## config.mk

```make
export PLATFORM = sky130hd
export DESIGN_NAME = seg_scan_ctrl
export DESIGN_NICKNAME = d
export VERILOG_FILES = /design/src/rtl/seg_pkg.sv /design/src/rtl/seg7_decode.sv /design/src/rtl/seg_scan_ctrl.sv
export SDC_FILE = /design/constraint.sdc
export NUM_CORES = 1
export LEC_CHECK = 0
export CORE_AREA = 2 2 92 116
export DETAILED_ROUTE_END_ITERATION = 8
export DIE_AREA = 0 0 94 118
export PLACE_DENSITY = 0.79
export SKIP_LAST_GASP = 1
export SYNTH_ARGS = -nofsm -noshare
export SYNTH_HDL_FRONTEND = slang
export SYNTH_HIERARCHICAL = 1
export SYNTH_SLANG_ARGS = --single-unit
```

## constraint.sdc

```tcl
create_clock -name clk -period 3.6 [get_ports clk]
set_clock_uncertainty 0.15 [all_clocks]
set_input_delay 0.72 -clock clk [delete_from_list [all_inputs] [get_ports clk]]
set_output_delay 0.72 -clock clk [all_outputs]
set_load 0.02 [all_outputs]
```

## src/rtl/seg_pkg.sv

```systemverilog
// Shared types and constants for the multiplexed seven-segment scan controller.
package seg_pkg;

    localparam int         NUM_DIGITS = 8;
    localparam logic [7:0] SEG_BLANK  = 8'hFF;

    typedef enum logic {
        SHOW = 1'b0,
        GAP  = 1'b1
    } scan_state_t;

    typedef struct packed {
        logic [3:0] value;
        logic       dot;
        logic       on;
    } digit_t;

endpackage

```

## src/rtl/seg7_decode.sv

```systemverilog
// Hex value plus decimal point to active-low segments (bit7=a ... bit1=g, bit0=dp).
module seg7_decode (
    input  logic [3:0] value,
    input  logic       dot,
    output logic [7:0] seg
);

    always_comb begin
        seg = 8'hFF;
        case (value)
            4'h0: seg = 8'h03;
            4'h1: seg = 8'h9F;
            4'h2: seg = 8'h25;
            4'h3: seg = 8'h0D;
            4'h4: seg = 8'h99;
            4'h5: seg = 8'h49;
            4'h6: seg = 8'h41;
            4'h7: seg = 8'h1F;
            4'h8: seg = 8'h01;
            4'h9: seg = 8'h09;
            4'hA: seg = 8'h11;
            4'hB: seg = 8'hC1;
            4'hC: seg = 8'h63;
            4'hD: seg = 8'h85;
            4'hE: seg = 8'h61;
            4'hF: seg = 8'h71;
            default: seg = 8'hFF;
        endcase
        seg[0] = ~dot;
    end

endmodule

```

## src/rtl/seg_scan_ctrl.sv

```systemverilog
// Eight-digit scan controller with double-buffered digit banks and anti-ghost gaps.
// Optional leading-zero blanking (lz_blank port) is built when SEG_LZ_BLANK_EN is defined.
module seg_scan_ctrl
    import seg_pkg::*;
#(
    parameter int CLK_DIV    = 50000,
    parameter int GAP_CYCLES = 16
) (
`ifdef SEG_LZ_BLANK_EN
    input  logic       lz_blank,
`endif
    input  logic       clk,
    input  logic       rst_n,
    input  logic       wr_valid,
    output logic       wr_ready,
    input  logic [2:0] wr_addr,
    input  logic [3:0] wr_data,
    input  logic       wr_dot,
    input  logic       wr_on,
    input  logic       commit,
    output logic [7:0] an,
    output logic [7:0] seg,
    output logic       frame_start
);

    localparam int CNT_MAX = (CLK_DIV > GAP_CYCLES) ? CLK_DIV : GAP_CYCLES;
    localparam int CNT_W   = $clog2(CNT_MAX);
    localparam logic [CNT_W-1:0] SHOW_LAST = CNT_W'(CLK_DIV - 1);
    localparam logic [CNT_W-1:0] GAP_LAST  = CNT_W'(GAP_CYCLES - 1);

    scan_state_t      state_q, state_d;
    logic [2:0]       idx_q, idx_d;
    logic [CNT_W-1:0] cnt_q, cnt_d;
    logic             last_gap;

    digit_t           shadow [NUM_DIGITS];
    digit_t           active [NUM_DIGITS];
    logic             pending_q;
    logic             wr_fire, commit_take, copy;

    digit_t           cur;
    logic [7:0]       dec_seg;
    logic             lz_hide;

    always_ff @(posedge clk or negedge rst_n) begin
        if (!rst_n) begin
            state_q <= SHOW;
            idx_q   <= '0;
            cnt_q   <= '0;
        end else begin
            state_q <= state_d;
            idx_q   <= idx_d;
            cnt_q   <= cnt_d;
        end
    end

    always_comb begin
        state_d  = state_q;
        idx_d    = idx_q;
        cnt_d    = cnt_q + CNT_W'(1);
        last_gap = 1'b0;
        case (state_q)
            SHOW: if (cnt_q == SHOW_LAST) begin
                state_d = GAP;
                cnt_d   = '0;
            end
            GAP: if (cnt_q == GAP_LAST) begin
                state_d  = SHOW;
                cnt_d    = '0;
                idx_d    = idx_q + 3'd1;
                last_gap = (idx_q == 3'd7);
            end
            default: begin
                state_d = SHOW;
                cnt_d   = '0;
            end
        endcase
    end

    // Reset also drops wr_ready so no write can land while banks are being cleared.
    assign wr_ready    = rst_n & ~pending_q;
    assign wr_fire     = wr_valid & wr_ready;
    assign commit_take = commit & ~pending_q;
    assign copy        = last_gap & pending_q;

    always_ff @(posedge clk or negedge rst_n) begin
        if (!rst_n) begin
            pending_q <= 1'b0;
            for (int i = 0; i < NUM_DIGITS; i++) begin
                shadow[i] <= '0;
                active[i] <= '0;
            end
        end else begin
            if (copy)
                pending_q <= 1'b0;
            else if (commit_take)
                pending_q <= 1'b1;
            if (wr_fire)
                shadow[wr_addr] <= '{value: wr_data, dot: wr_dot, on: wr_on};
            if (copy)
                for (int i = 0; i < NUM_DIGITS; i++)
                    active[i] <= shadow[i];
        end
    end

    assign cur = active[idx_q];

    seg7_decode u_decode (
        .value (cur.value),
        .dot   (cur.dot),
        .seg   (dec_seg)
    );

`ifdef SEG_LZ_BLANK_EN
    // Hidden only if this digit and every enabled digit above it is a plain zero.
    always_comb begin
        lz_hide = lz_blank && (idx_q != 3'd0);
        for (int j = 0; j < NUM_DIGITS; j++)
            if (j >= int'(idx_q) && active[j].on && (active[j].value != 4'h0 || active[j].dot))
                lz_hide = 1'b0;
    end
`else
    assign lz_hide = 1'b0;
`endif

    always_ff @(posedge clk or negedge rst_n) begin
        if (!rst_n) begin
            an          <= SEG_BLANK;
            seg         <= SEG_BLANK;
            frame_start <= 1'b0;
        end else begin
            an          <= (state_q == SHOW) ? ~(8'd1 << idx_q) : SEG_BLANK;
            seg         <= (state_q == SHOW && cur.on && !lz_hide) ? dec_seg : SEG_BLANK;
            frame_start <= (state_q == SHOW) && (idx_q == 3'd0) && (cnt_q == '0);
        end
    end

endmodule
```

* Yosys cells after proc, flatten, opt, wreduce, memory -nomap -nowiden
Memories as Yosys holds them, arrays and structs flattened.
Index checks and enable logic that the tools add are counted.
** Storage, ports and cells
- Memories :: 1
- Bits in read-only memories :: 112
- Logic and storage cells :: 101
- Output and inout bits :: 18
- Flip-flop bits (word level) :: 134
** Cells by class
- Add/subtract/negate cells :: 2
- $lt $le $gt $ge :: 3
- Equal/unequal tests :: 3
- Bitwise gates (word level) :: 10
- Reduce and logical (&&, ||, !) cells :: 8
- Shift-type cells :: 1
- Muxes and demuxes :: 18
** Memories
- (name not given) :: depth 16, bits a word 7, rd ports 1, clocked after Yosys merged registers in 0, write ports 0, RTL line seg7_decode.sv:10 : case (value)
** Operators by type and width (number)
- 48-bit bitwise mux :: 1
- 16-bit two-way mux :: 2
- 16-bit one-hot mux with 2 select lines :: 1
- 6-bit binary-select mux with 3-bit select :: 1
- 6-bit demux with 3-bit select :: 1
- 6-bit two-way mux :: 3
- 16-bit by 1-bit adder with 16-bit output (second input constant) :: 1
- 16-bit equality test (second input constant) :: 1
- 16-bit by 4-bit equality test with 1-bit output (second input constant) :: 1
- 16-bit logical NOT :: 1
- 8-bit two-way mux :: 2
- 4-bit >= comparator (second input constant) :: 2
- 3-bit NOT with 4-bit output :: 2
- 8-bit NOT :: 1
- 1-bit by 3-bit << shifter with 8-bit output (first input constant) :: 1
- 1-bit two-way mux :: 6
- 1-bit AND :: 4
- 1-bit logical AND :: 4
- 4-bit by 1-bit < comparator with 1-bit output (second input constant) :: 1
- 3-bit by 1-bit adder with 3-bit output (second input constant) :: 1
- 3-bit equality test (second input constant) :: 1
- 3-bit logical NOT :: 1
- 1-bit NOT :: 3
- 1-bit one-hot mux with 2 select lines :: 1
- other kinds (2) :: 2

* Logic depth before layout (Yosys ltp)
- Depth in word-level cells :: 6
- Depth in mapped cells :: 10
- Gate-level depth less buffers :: 9

* By module
Netlist, hierarchy kept.
** Modules (own cells, without submodules)
- seg_scan_ctrl :: instances 1, area an instance 5629.1 sq um, cells an instance 385, seq. area each 3373.2 sq um
- seg7_decode :: instances 1, area an instance 272.8 sq um, cells an instance 34, seq. area each 0.0 sq um

* Worst setup path after synthesis
OpenSTA, ideal clock, no wires.
- Path kind :: register to register
- Start :: register idx_q[0]
- End :: register seg[4]
- Path slack :: 760 ps
- Stages on the path, launching flop included :: 10
- Arrival time :: 2602 ps
- Period minus slack after synthesis :: 2840 ps
- Path through :: dfrtp_1 buf_2 mux4_2 nand2_1 nand2_1 inv_1 ha_1 inv_1 mux4_2 or3_1
** RTL lines
- from (decl) :: RTL line seg_scan_ctrl.sv:32 : logic [2:0] idx_q, idx_d;
- from (signal assigned) :: RTL line seg_scan_ctrl.sv:52 : idx_q <= idx_d;
- to (signal assigned) :: RTL line seg_scan_ctrl.sv:133 : seg <= (state_q == SHOW && cur.on && !lz_hide) ? dec_seg : SEG_BLANK;
- to (decl) :: RTL line seg_scan_ctrl.sv:22 : output logic [7:0] seg,

==> results.cfg <==
[routing]
drtPass1Iterations = 4
drtIter0Drc = 192
wl_per_cell_um = 18.0
via_count = 3375
vias_per_cell = 5.63
drcViolationCount = 0
totalWireLength_um = 10800
ant_nets = 0

[global_routing]
grt_pass1_wl_um = 18200
grt_usage_pct = 21.5
antenna_found_initial = 0
first_global_vias = 3561
grt_max_degree = 80
grt_overflow = 0

[run]
maxCapViolCount = 0

[timing]
setup-tns-final_ps = 0
worst_pin_slew_ps = 943
fmax_ghz = 0.334
finalHoldViolations = 0
finalSetupViolCount = 0
period_minus_slack_ps = 2990
period_share_pct = 83.1
final_max_slew_viol_count = 0
rsz0062_at_grt = false
relSlewSlack_pct = 37.1

[synthesis]
synth_nets = 447
netlist_area_um2 = 5900
synth.distinct_cells = 37
ys_seq_elements = 134
seq_area_frac_synth_pct = 57.2
synth_warnings = 6
synth_cells = 419
avgSynthCellArea_um2 = 14.1

[floorplan]
rows = 41
initial_core_util_pct = 59.0
pin_count = 31
die_w_um = 94
fp.coreArea_um2 = 10000
fp.dieH_um = 118
dieArea_um2 = 11100

[hold_path]
hp-class = reg -> reg

[setup_path]
cp.arrival_ps = 3170
ff2ff_setup_slack_ps = 610
cp-start-kind = flop
cp_max_fo = 16
worst-setup-path-type = reg -> reg
critPathRequiredTime_ps = 3780
slowest_stage = dfrtp_1
critPathMaxStageDelay_ps = 800
crit_chain = mux4_2 -> nand2_1 -> nand2_1 -> inv_1 -> ha_1 -> inv_1 -> mux4_2 -> or3_1
worst_setup_path_end_kind = flop

[layout]
num_antenna_cells = 0
drive_gt1_share_pct = 35.3
n_fill_cell = 668
fin_nets = 485
design_area_um2 = 6890
final_cells = 599
postLayoutCoreUtil_pct = 68.8
syn2layout_area_growth_pct = 16.7

[cts]
clkLatencyLatePin_ps = 410
cts_resized = 0
postCtsSetupRepairBufs = 0
cts.path.max_buffers = 2
htreeDepth = 4
ctsHoldBuffers = 0
cts_tree = yes
cts.clk_slew.worst_paths_ps = 50
root_buffer = clkbuf_16
cts-buffers-inserted = 17
numClockSinks = 134

[placement]
io_buffers = 30
hpwl_um = 7210
place.gp.congestion = 0.774
dpl_cell_area_um2 = 6310
dp.cells = 567

[pwr]
max-vdd-ir-drop_v = 0.000282
p_leak_uw = 0.00326
design_power_total_uw = 3270
p_per_area_nw_per_um2 = 474

[outcome]
outcome = complete, no violations
## path summary, 6_finish.rpt
kind / from / cells past startpoint / end
max reg2reg: idx_q[1]$_DFFE_PN0P_ / 8 / seg[4]$_DFF_PN1_
min reg2reg: shadow[19]$_DFFE_PN0P_ / 1 / shadow[19]$_DFFE_PN0P_
min in group asynchronous: rst_n / 2 / shadow[40]$_DFFE_PN0P_
min: shadow[19]$_DFFE_PN0P_ / 1 / shadow[19]$_DFFE_PN0P_
max in group asynchronous: rst_n / 3 / active[45]$_DFFE_PN0P_
max: idx_q[1]$_DFFE_PN0P_ / 8 / seg[4]$_DFF_PN1_
## report_power, final
group          total (uW)  leakage (uW)  internal, uW  switching, uW
clock network        1660      0.000289          1060            598
logic                69.6       0.00119          26.0           43.5
registers            1530       0.00179          1520           8.40
## through the flow
stage,hold WS (ps),setup WS [ps]
after floorplan,274,760
after global placement,332,772
after detailed placement,339,605
after CTS,353,580
after global routing,361,438
final,349,607
## final cells by class
cell class	count	area, um2	area share (%)
timing repair buffer	34	328	4.76
clock inverter	10	103	1.49
multi-input combinational	259	2400	34.9
clock buffer	22	474	6.89
tap	129	161	2.34
inverter	11	41.3	0.600
sequential	134	3370	49.0
## routing by layer
metal / up-vias / global-route usage, % / wire length, um
met5: - / 0 / 0
met3: 18 / 4.80 / 274
met2: 62 / 35.1 / 5470
met4: 0 / 8.42 / 206
met1: 1736 / 27.9 / 4830
li1: 1559 / - / -
## cells in the mapped netlist, drive strengths merged
cell / n / share of area [%]
a21oi: 3 / 0.25
a32o: 1 / 0.17
and3: 2 / 0.21
and3b: 1 / 0.15
and4: 1 / 0.15
and4b: 1 / 0.17
buf: 7 / 0.91
clkbuf: 8 / 0.51
clkinv: 1 / 0.064
dfrtp: 118 / 50
dfstp: 16 / 7.1
ha: 15 / 3.2
inv: 10 / 0.64
mux2: 97 / 19
mux2i: 8 / 1.4
mux4: 13 / 5.0
nand2: 29 / 1.8
nand2b: 4 / 0.42
nand3: 11 / 1.0
nand3b: 2 / 0.25
nand4: 5 / 0.53
nor2: 23 / 1.5
nor2b: 2 / 0.21
nor3: 5 / 0.42
nor3b: 2 / 0.42
nor4: 4 / 0.68
o211ai: 1 / 0.13
o21a: 1 / 0.13
o21ai: 4 / 0.34
or3: 9 / 0.95
xnor2: 10 / 1.5
xor2: 5 / 0.74
## cells by family after synthesis
group | count (synthesis) | share of synthesized area (%)
flip-flops | 134 | 57.2
buffers and inverters | 26 | 2.12
AO/OA/AOI/OAI | 10 | 1.02
multiplexers | 118 | 25.4
AND/OR/NAND/NOR | 101 | 8.90
adder cells (fa/ha/maj) | 15 | 3.18
XOR/XNOR | 15 | 2.23
## worst max-delay path, delay by kind of cell (launching register included)
family	cells	cell delay (ps)
flip-flops	1	800
multiplexers	2	800
AND/OR/NAND/NOR	3	640
adder cells (fa/ha/maj)	1	310
buffers and inverters	2	200
## cell usage in the layout (no fill, tap or decap), drive strengths merged, types with 2 or more instances in the layout
| master | instances |
|---|---|
| a21oi | 3 |
| and3 | 2 |
| buf | 5 |
| bufinv | 2 |
| clkbuf | 22 |
| clkdlybuf4s50 | 29 |
| clkinv | 8 |
| dfrtp | 118 |
| dfstp | 16 |
| ha | 15 |
| inv | 10 |
| mux2 | 97 |
| mux2i | 8 |
| mux4 | 13 |
| nand2 | 29 |
| nand2b | 4 |
| nand3 | 11 |
| nand3b | 2 |
| nand4 | 5 |
| nor2 | 23 |
| nor2b | 2 |
| nor3 | 5 |
| nor3b | 2 |
| nor4 | 4 |
| o21ai | 4 |
| or3 | 9 |
| xnor2 | 10 |
| xor2 | 5 |
## state kept, by name, summed over array words and instances (netlist names), 3 cells and up
| signal | cells |
|---|---|
| shadow | 48 |
| seg | 8 |
| active | 48 |
| cnt_q | 16 |
| idx_q | 3 |
| an | 8 |
(Power assumes the default switching activity.)
